`config.mk`:
```
export PLATFORM = sky130hd
export DESIGN_NAME = uart_rx_ctrl_param
export DESIGN_NICKNAME = d
export VERILOG_FILES = /design/src/rtl/uart_rx_ctrl_param.sv
export SDC_FILE = /design/constraint.sdc
export NUM_CORES = 1
export LEC_CHECK = 0
export BUFFER_PORTS_ARGS = -buffer_cell sky130_fd_sc_hd__buf_4
export CORE_ASPECT_RATIO = 1.75
export CORE_MARGIN = 2
export CORE_UTILIZATION = 57
export DETAILED_ROUTE_END_ITERATION = 16
export GPL_ROUTABILITY_DRIVEN = 0
export PLACE_DENSITY = 0.76
export SETUP_SLACK_MARGIN = 0.02
export SLEW_MARGIN = 20
export SYNTH_ARGS = -nofsm -noshare
export SYNTH_HDL_FRONTEND = slang
export SYNTH_SLANG_ARGS = --single-unit
```
`constraint.sdc`:
```
create_clock -name Clk -period 9.8 [get_ports Clk]
set_clock_uncertainty 0.15 [all_clocks]
set_input_delay 1.96 -clock Clk [delete_from_list [all_inputs] [get_ports Clk]]
set_output_delay 1.96 -clock Clk [all_outputs]
set_load 0.05 [all_outputs]
```
`src/rtl/uart_rx_ctrl_param.sv`:
```
// uart_rx_ctrl_param: UART receive controller with a runtime-selectable
// oversampling ratio, optional odd/even parity and one or two stop bits.
// It combines the RX FSM, the edge and bit counters, 3-sample majority
// voting, the LSB-first deserializer and the parity/stop checks.
// Ports:
//   Clk        oversampling clock
//   RST        asynchronous active-high reset
//   RX_IN      synchronised serial line, idle high
//   prescale   oversampling ratio P (even, >= 4)
//   PAR_EN     parity bit present
//   PAR_TYP    0 even, 1 odd
//   STOP2      two stop bits
//   P_DATA     last good payload
//   data_valid one-cycle pulse on a good frame
//   par_err    one-cycle pulse on a parity mismatch
//   stp_err    one-cycle pulse on a stop bit sampled 0
//   busy       high whenever the FSM is not idle
// Optional macro UART_RX_BREAK_DET_EN adds break_det and the BREAK_WAIT
// state that holds off start detection during a long line break.
module uart_rx_ctrl_param #(
  parameter int DATA_WIDTH = 8,
  parameter int PRESCALE_W = 6
) (
  input  logic                  Clk,
  input  logic                  RST,
  input  logic                  RX_IN,
  input  logic [PRESCALE_W-1:0] prescale,
  input  logic                  PAR_EN,
  input  logic                  PAR_TYP,
  input  logic                  STOP2,
  output logic [DATA_WIDTH-1:0] P_DATA,
  output logic                  data_valid,
  output logic                  par_err,
  output logic                  stp_err,
`ifdef UART_RX_BREAK_DET_EN
  output logic                  break_det,
`endif
  output logic                  busy
);

  localparam int PW = PRESCALE_W;
  localparam int BW = 4;
  localparam logic [PW-1:0] ONE = PW'(1);

  typedef enum logic [2:0] {
    S_IDLE,
    S_START,
    S_DATA,
    S_PARITY,
    S_STOP,
`ifdef UART_RX_BREAK_DET_EN
    S_VALID,
    S_BRK
`else
    S_VALID
`endif
  } state_t;

  state_t r_state;
  state_t w_next;

  logic [PW-1:0]         r_p;
  logic [PW-1:0]         r_edge;
  logic [BW-1:0]         r_bit;
  logic                  r_par_en;
  logic                  r_par_typ;
  logic                  r_stop2;
  logic                  r_s0;
  logic                  r_s1;
  logic                  r_s2;
  logic [DATA_WIDTH-1:0] r_shift;
  logic [DATA_WIDTH-1:0] r_pdata;
  logic                  r_par_bad;
  logic                  r_stp_bad;
  logic                  r_dv;
  logic                  r_pe;
  logic                  r_se;

  logic [PW-1:0] w_half;
  logic [PW-1:0] w_hm1;
  logic [PW-1:0] w_hp1;
  logic [PW-1:0] w_last;
  logic [PW:0]   w_h2;
  logic          w_at_end;
  logic          w_chk_pt;
  logic          w_s2_now;
  logic          w_bit;
  logic          w_par_exp;
  logic          w_stop_last;
  logic          w_stop_done;
  logic          w_stp_fail;
  logic          w_in_frame;
  logic          w_new_frame;

  assign w_half   = {1'b0, r_p[PW-1:1]};
  assign w_hm1    = w_half - ONE;
  assign w_hp1    = w_half + ONE;
  assign w_last   = r_p - ONE;
  assign w_h2     = {1'b0, w_half} + (PW+1)'(2);
  assign w_at_end = (r_edge == w_last);

  // For P=4 the P/2+2 point falls outside the bit, so the
  // final stop check moves to the last edge of the bit.
  assign w_chk_pt = (w_h2 > {1'b0, w_last}) ? w_at_end
                  : ({1'b0, r_edge} == w_h2);

  // Third sample bypasses its register when read on the
  // same edge it is captured (only happens for P=4).
  assign w_s2_now = (r_edge == w_hp1) ? RX_IN : r_s2;
  assign w_bit    = (r_s0 & r_s1) | (r_s0 & w_s2_now)
                  | (r_s1 & w_s2_now);

  assign w_par_exp   = r_par_typ ? ~(^r_shift) : ^r_shift;
  assign w_stop_last = (r_bit == {{(BW-1){1'b0}}, r_stop2});
  assign w_stop_done = (r_state == S_STOP) && w_stop_last
                     && w_chk_pt;
  assign w_stp_fail  = r_stp_bad | ~w_bit;

  assign w_in_frame  = (r_state == S_START) || (r_state == S_DATA)
                    || (r_state == S_PARITY) || (r_state == S_STOP);
  assign w_new_frame = (w_next == S_START)
                    && ((r_state == S_IDLE) || (r_state == S_VALID));

`ifdef UART_RX_BREAK_DET_EN
  logic r_zero;
  logic r_bd;
  logic w_break;
  assign w_break   = r_zero & ~w_bit;
  assign break_det = r_bd;
`endif

  always_comb begin
    w_next = r_state;
    unique case (r_state)
      S_IDLE: begin
        if (!RX_IN) w_next = S_START;
      end
      S_START: begin
        if (w_at_end) w_next = w_bit ? S_IDLE : S_DATA;
      end
      S_DATA: begin
        if (w_at_end && (r_bit == BW'(DATA_WIDTH-1)))
          w_next = r_par_en ? S_PARITY : S_STOP;
      end
      S_PARITY: begin
        if (w_at_end) w_next = S_STOP;
      end
      S_STOP: begin
        if (w_stop_done) w_next = S_VALID;
      end
      S_VALID: begin
`ifdef UART_RX_BREAK_DET_EN
        if (r_bd) w_next = S_BRK;
        else w_next = RX_IN ? S_IDLE : S_START;
`else
        w_next = RX_IN ? S_IDLE : S_START;
`endif
      end
`ifdef UART_RX_BREAK_DET_EN
      S_BRK: begin
        if (RX_IN) w_next = S_IDLE;
      end
`endif
      default: w_next = S_IDLE;
    endcase
  end

  always_ff @(posedge Clk or posedge RST) begin
    if (RST) begin
      r_state   <= S_IDLE;
      r_p       <= '0;
      r_edge    <= '0;
      r_bit     <= '0;
      r_par_en  <= 1'b0;
      r_par_typ <= 1'b0;
      r_stop2   <= 1'b0;
      r_s0      <= 1'b0;
      r_s1      <= 1'b0;
      r_s2      <= 1'b0;
      r_shift   <= '0;
      r_pdata   <= '0;
      r_par_bad <= 1'b0;
      r_stp_bad <= 1'b0;
      r_dv      <= 1'b0;
      r_pe      <= 1'b0;
      r_se      <= 1'b0;
`ifdef UART_RX_BREAK_DET_EN
      r_zero    <= 1'b0;
      r_bd      <= 1'b0;
`endif
    end else begin
      r_state <= w_next;
      r_dv    <= 1'b0;
      r_pe    <= 1'b0;
      r_se    <= 1'b0;
`ifdef UART_RX_BREAK_DET_EN
      r_bd    <= 1'b0;
`endif
      if (w_new_frame) begin
        r_p       <= prescale;
        r_par_en  <= PAR_EN;
        r_par_typ <= PAR_TYP;
        r_stop2   <= STOP2;
        r_edge    <= '0;
        r_bit     <= '0;
        r_par_bad <= 1'b0;
        r_stp_bad <= 1'b0;
`ifdef UART_RX_BREAK_DET_EN
        r_zero    <= 1'b1;
`endif
      end else if (w_in_frame) begin
        r_edge <= w_at_end ? '0 : r_edge + ONE;
        if (r_edge == w_hm1) r_s0 <= RX_IN;
        if (r_edge == w_half) r_s1 <= RX_IN;
        if (r_edge == w_hp1) r_s2 <= RX_IN;
`ifdef UART_RX_BREAK_DET_EN
        if (w_at_end && (r_state != S_STOP || !w_stop_last))
          r_zero <= r_zero & ~w_bit;
`endif
        unique case (1'b1)
          (r_state == S_START) && w_at_end: begin
            r_bit <= '0;
          end
          (r_state == S_DATA) && w_at_end: begin
            r_shift <= {w_bit, r_shift[DATA_WIDTH-1:1]};
            r_bit   <= (r_bit == BW'(DATA_WIDTH-1)) ? '0
                     : r_bit + BW'(1);
          end
          (r_state == S_PARITY) && w_at_end: begin
            r_par_bad <= w_bit ^ w_par_exp;
            r_bit     <= '0;
          end
          w_stop_done: begin
`ifdef UART_RX_BREAK_DET_EN
            if (w_break) r_bd <= 1'b1;
            else if (r_par_bad) r_pe <= 1'b1;
`else
            if (r_par_bad) r_pe <= 1'b1;
`endif
            else if (w_stp_fail) r_se <= 1'b1;
            else begin
              r_dv    <= 1'b1;
              r_pdata <= r_shift;
            end
          end
          (r_state == S_STOP) && w_at_end && !w_stop_last: begin
            r_stp_bad <= ~w_bit;
            r_bit     <= r_bit + BW'(1);
          end
          default: begin
          end
        endcase
      end else begin
        r_edge <= '0;
        r_bit  <= '0;
      end
    end
  end

  assign P_DATA     = r_pdata;
  assign data_valid = r_dv;
  assign par_err    = r_pe;
  assign stp_err    = r_se;
  assign busy       = (r_state != S_IDLE);

endmodule
```
* After elaboration in Yosys (flattened, before gate mapping)
Cells that the tools add are included.
** Cells by class
- Add/subtract/negate cells :: 6
- Multipliers :: 0
- Div/mod/pow operators :: 0
- Magnitude comparators :: 1
- Equal/unequal tests :: 14
- Shift-type cells :: 0
- Multiplexer cells :: 39
- Bitwise logic cells :: 12
- Reduce and logical (&&, ||, !) cells :: 28
** Operators with widths (count)
- $eq A6 B6 Y1 :: 4
- $mux W1 :: 24
- $mux W3 :: 6
- $mux W6 :: 3
- $pmux W3 S6 :: 1
- $mux W4 :: 3
- $pmux W4 S3 :: 1
- $logic_and A1 B1 Y1 :: 9
- $reduce_and A3 Y1 :: 3
- $reduce_xor A8 Y1 :: 1
- $add A5 B1 Y6 const B :: 1
- $add A5 B2 Y6 const B :: 1
- $add A6 B1 Y6 const B :: 1
- $eq A3 B1 Y1 const B :: 2
- $eq A3 B2 Y1 const B :: 2
- $eq A3 B3 Y1 const B :: 2
- $eq A6 B5 Y1 :: 1
- $gt A6 B6 Y1 :: 1
- $reduce_and A2 Y1 :: 3
- $reduce_bool A2 Y1 :: 3
- $sub A5 B1 Y6 const B :: 1
- $sub A6 B1 Y6 const B :: 1
- $ne A5 B2 Y1 const B :: 1
- $not A1 Y1 :: 5
- other kinds (13) :: 20
** Word-level totals
- Register bits after elaboration :: 46
- Bits in latches :: 0
- Bits in writable memories :: 0
- Bits in read-only memories :: 0
- Bits of input ports :: 12
- Output and inout port bits :: 12
- Logic and storage cells :: 117
- Memories kept :: 0

* Depth between registers and ports, before layout
- Depth after elaboration :: 13
- Mapped depth :: 14
- Gate-level depth less buffers :: 13

* Worst setup path before layout
Ideal clock, no wire load.
- Path kind :: register to register
- Start point :: register r_p[2]
- End point :: register r_pdata[0], in the netlist P_DATA[0]
- Arrival time :: 3.000 ns
- Slack :: 6.525 ns
- Stages on the path, launching flop included :: 13
- Path buffers :: 0
- Period minus slack after synthesis :: 3.275 ns
- Cells stage by stage :: dfrtp_1 -> inv_1 -> ha_1 -> a2111oi_2 -> xnor2_1 -> ha_1 -> and4_1 -> o21ai_0 -> a32oi_1 -> nor4b_2 -> a31o_2 -> nand4b_4 -> mux2_2
** On the way
- Word-level cells in the longest chain between the ends :: 13
** Ends and longest elaborated chain
- from (decl) :: line 62 : logic [PW-1:0] r_p;
- from (signal assigned) :: line 200 : r_p <= prescale;
- $add A5 B1 Y6 :: line 97 : assign w_hp1 = w_half + ONE;
- $eq A6 B6 Y1 :: line 109 : assign w_s2_now = (r_edge == w_hp1) ? RX_IN : r_s2;
- $mux W1
- $and A1 B1 Y1 :: line 110 : assign w_bit = (r_s0 & r_s1) | (r_s0 & w_s2_now)
- $or A1 B1 Y1 :: line 110
- $or A1 B1 Y1 :: line 111 : | (r_s1 & w_s2_now);
- $mux W2 :: line 139 : if (w_at_end) w_next = w_bit ? S_IDLE : S_DATA;
- $mux W3 :: line 139
- $pmux W3 S6 :: line 134 : unique case (r_state)
- $eq A3 B1 Y1 :: line 121 : assign w_new_frame = (w_next == S_START)
- $logic_and A1 B1 Y1 :: line 122 : && ((r_state == S_IDLE) || (r_state == S_VALID));
- $not A1 Y1 (no source line)
- $reduce_and A5 Y1 (no source line) *
- to (signal assigned) :: line 243 : r_pdata <= r_shift;
- to (decl) :: line 72 : logic [DATA_WIDTH-1:0] r_pdata;
Mark *: on every way between the ends. The rest lies on a longest branch, timed or not.
A chain may end at the register's enable or synchronous reset.

* Worst setup path in the final report
- Start point :: register r_p[2]
- End point :: register r_pdata[3], in the netlist P_DATA[3]
The elaborated chain is that of the path after synthesis.

==> impl_metrics.json <==
{
  "outcome": "finished clean",
  "nets": 346,
  "drt_pass1_iterations": 6,
  "final_cell_mix": "dfrtp_1, nand2_1, buf_4",
  "clk_path_buf_depth": 2,
  "ys_ff_latch": 46,
  "hp-start": "r_stp_bad$_DFFE_PP0P_",
  "drt_iter0_markers": 99,
  "cts_htree_levels": 2,
  "yosys.area.top_type_share_pct": 38.7,
  "post-dp-hpwl_mm": 4.95,
  "wirelength_mm": 6.47,
  "max_stage_delay_ns": 0.52,
  "clkSinkCount": 46,
  "final_cells": 374,
  "die-area_sq_um": 5840,
  "tns_ns": 0,
  "layout-drive-gt1-share_pct": 18.4,
  "antenna_cells": 0,
  "total_power_mw": 0.948,
  "cts_hold_buf": 0,
  "grt_util_all_layers_pct": 24.3,
  "drc": 0,
  "final-max-slew-violation-count": 0,
  "antenna_found_initial": 0,
  "yosysSeqAreaShare_pct": 38.7,
  "syn_area_sq_um": 2980,
  "rsz0062_at_grt": "no",
  "slew_headroom_pct": 47.1,
  "yosys_warnings": 0,
  "r2r_start": "r_p[2]$_DFFE_PP0N_",
  "dp.cells": 366,
  "leakage_nw": 1.57,
  "setup_viol": 0,
  "synth.distinct_cells": 56,
  "initial_core_util_pct": 59.3,
  "clkTransAtPathRegs_ns": 0.09,
  "clock_latency_ns": 0.31,
  "hold_class": "flip-flop to flip-flop",
  "synth_nets": 327,
  "cp_slowest_cell": "dfrtp_1",
  "antenna_left": 0,
  "syn-mean-instance-area_sq_um": 9.92,
  "cp_top_family": "compound AO/OA/AOI/OAI gates",
  "period_minus_slack_ns": 3.90,
  "cts_tree": "built",
  "async_flop_share_pct": 100,
  "peakVddDrop_v": 0.000180,
  "tightest_slew_ns": 0.793,
  "path_common_cell": "ha_1",
  "io-pin-count": 24,
  "cp_num_buf_inv": 1,
  "place.port_buffers": 23,
  "die_h_microns": 99.6,
  "end_kind": "flip-flop",
  "final-hold-violation-count": 0,
  "grt_first_pass_wirelength_mm": 10.8,
  "crit_path_max_fanout": 8,
  "crit_chain": "inv_1, ha_1, a21boi_0, xnor2_1, ha_1, and3_1, o21ai_0, a32oi_1, nor4b_2, a31o_2, nand4b_4, mux2_2",
  "crit_start": "r_p[2]$_DFFE_PP0N_",
  "fillers": 433,
  "cts_root_buffer": "clkbuf_8",
  "numCtsBuffers": 5,
  "post-route-period-util_pct": 39.8,
  "via_per_inst": 5.94,
  "synthToLayoutAreaGrowth_pct": 10.1,
  "cts_resized": 0,
  "timing.fmax_mhz": 256,
  "critPathLaunchType": "flip-flop",
  "path_class": "flip-flop to flip-flop",
  "core-area_sq_um": 5020,
  "cts_setup_buffers": 0,
  "crit_arrival_ns": 3.94,
  "synth_area_leaders": "dfrtp_1, mux2_2, xnor2_1, ha_1, nand2_1",
  "netlist_instances": 300,
  "crit_required_ns": 9.84,
  "via_count": 2220,
  "grt_max_degree": 47,
  "rows": 34,
  "first_global_vias": 2283,
  "layout_commonest_cell": "dfrtp_1",
  "grt_overflow_total": 0,
  "ys.flop_type": "dfrtp_1",
  "synth_edf_count": 0,
  "die_w_microns": 58.6,
  "wl_per_cell_microns": 17.3,
  "p_per_area_nw_per_um2": 289,
  "synth_top_area_cell": "dfrtp_1",
  "max_cap_viol_count": 0
}
## cell usage after synthesis (5+ instances only)
cell type	n
nand2_1	31
and3_1	5
a21oi_1	10
nand3_1	8
ha_1	15
buf_2	6
inv_1	17
o21ai_0	18
xnor2_1	23
mux2_2	19
dfrtp_1	46
xor2_1	11
nor2_1	21
## final timing paths
kind | end | slack [ns] | cells past startpoint
setup / recovery | P_DATA[3]$_DFFE_PP0P_ | 5.90 | 12
setup reg to reg | P_DATA[3]$_DFFE_PP0P_ | 5.90 | 12
min in group asynchronous | r_p[2]$_DFFE_PP0N_ | 1.62 | 2
max in group asynchronous | r_par_bad$_DFFE_PP0P_ | 7.39 | 2
hold reg to reg | data_valid$_DFF_PP0_ | 0.33 | 1
hold / removal | data_valid$_DFF_PP0_ | 0.33 | 1
## area by class of cell
cell class                 count  area (sq um)  share of cell area (%)
multi-input combinational    225          1700                    52.0
sequential                    46          1150                    35.1
timing repair buffer          24           180                    5.50
clock buffer                   6          72.6                    2.21
tap                           54          67.6                    2.06
inverter                      17          65.1                    1.99
clock inverter                 2          37.5                    1.15
## per-layer routing
metal | part of all wire [%] | track usage, % | vias to the layer above | wire length [microns]
li1 | - | - | 1073 | -
met1 | 37 | 26.8 | 1069 | 2420
met2 | 56 | 44.4 | 57 | 3620
met3 | 2.9 | 2.47 | 21 | 186
met4 | 3.7 | 12.1 | 0 | 239
met5 | 0 | 0 | - | 0
## power by group
part	switching, mW	leakage (nW)	total (mW)	internal, mW
clock network	0.0660	0.0514	0.142	0.0761
registers	0.0835	0.611	0.311	0.228
logic	0.265	0.908	0.495	0.230
total	0.414	1.57	0.948	0.534
## state kept, by name, summed over array words and instances, names as in the netlist, 3 cells and up
register  cells
P_DATA        8
r_bit         4
r_edge        6
r_p           6
r_shift       8
r_state       3
## cells by family (layout without fill, tap and decap cells)
| logic type | after synthesis | in the layout | share of synthesized area [%] |
|---|---|---|---|
| and+or+nand+nor | 101 | 101 | 18.2 |
| AOI/OAI and AO/OA | 49 | 49 | 10.8 |
| DFF | 46 | 46 | 38.7 |
| xor gates and xnor gates | 39 | 39 | 14.0 |
| buffers and inverters | 29 | 49 | 4.08 |
| muxes | 21 | 21 | 7.86 |
| adders and majority gates | 15 | 15 | 6.31 |
## metrics by stage
step                      cell area [sq um]  utilization [%]  hold WS (ns)  setup slack [ns]
after detailed placement               3170             63.1         0.312              5.99
final                                  3280             65.3         0.333              5.90
after global placement                 3170             63.1         0.314              6.11
after CTS                              3280             65.3         0.322              5.96
after floorplan                        2980                -         0.279              6.52
after global routing                   3280             65.3         0.359              5.76
Note: power is estimated with default switching activity, not from simulation.
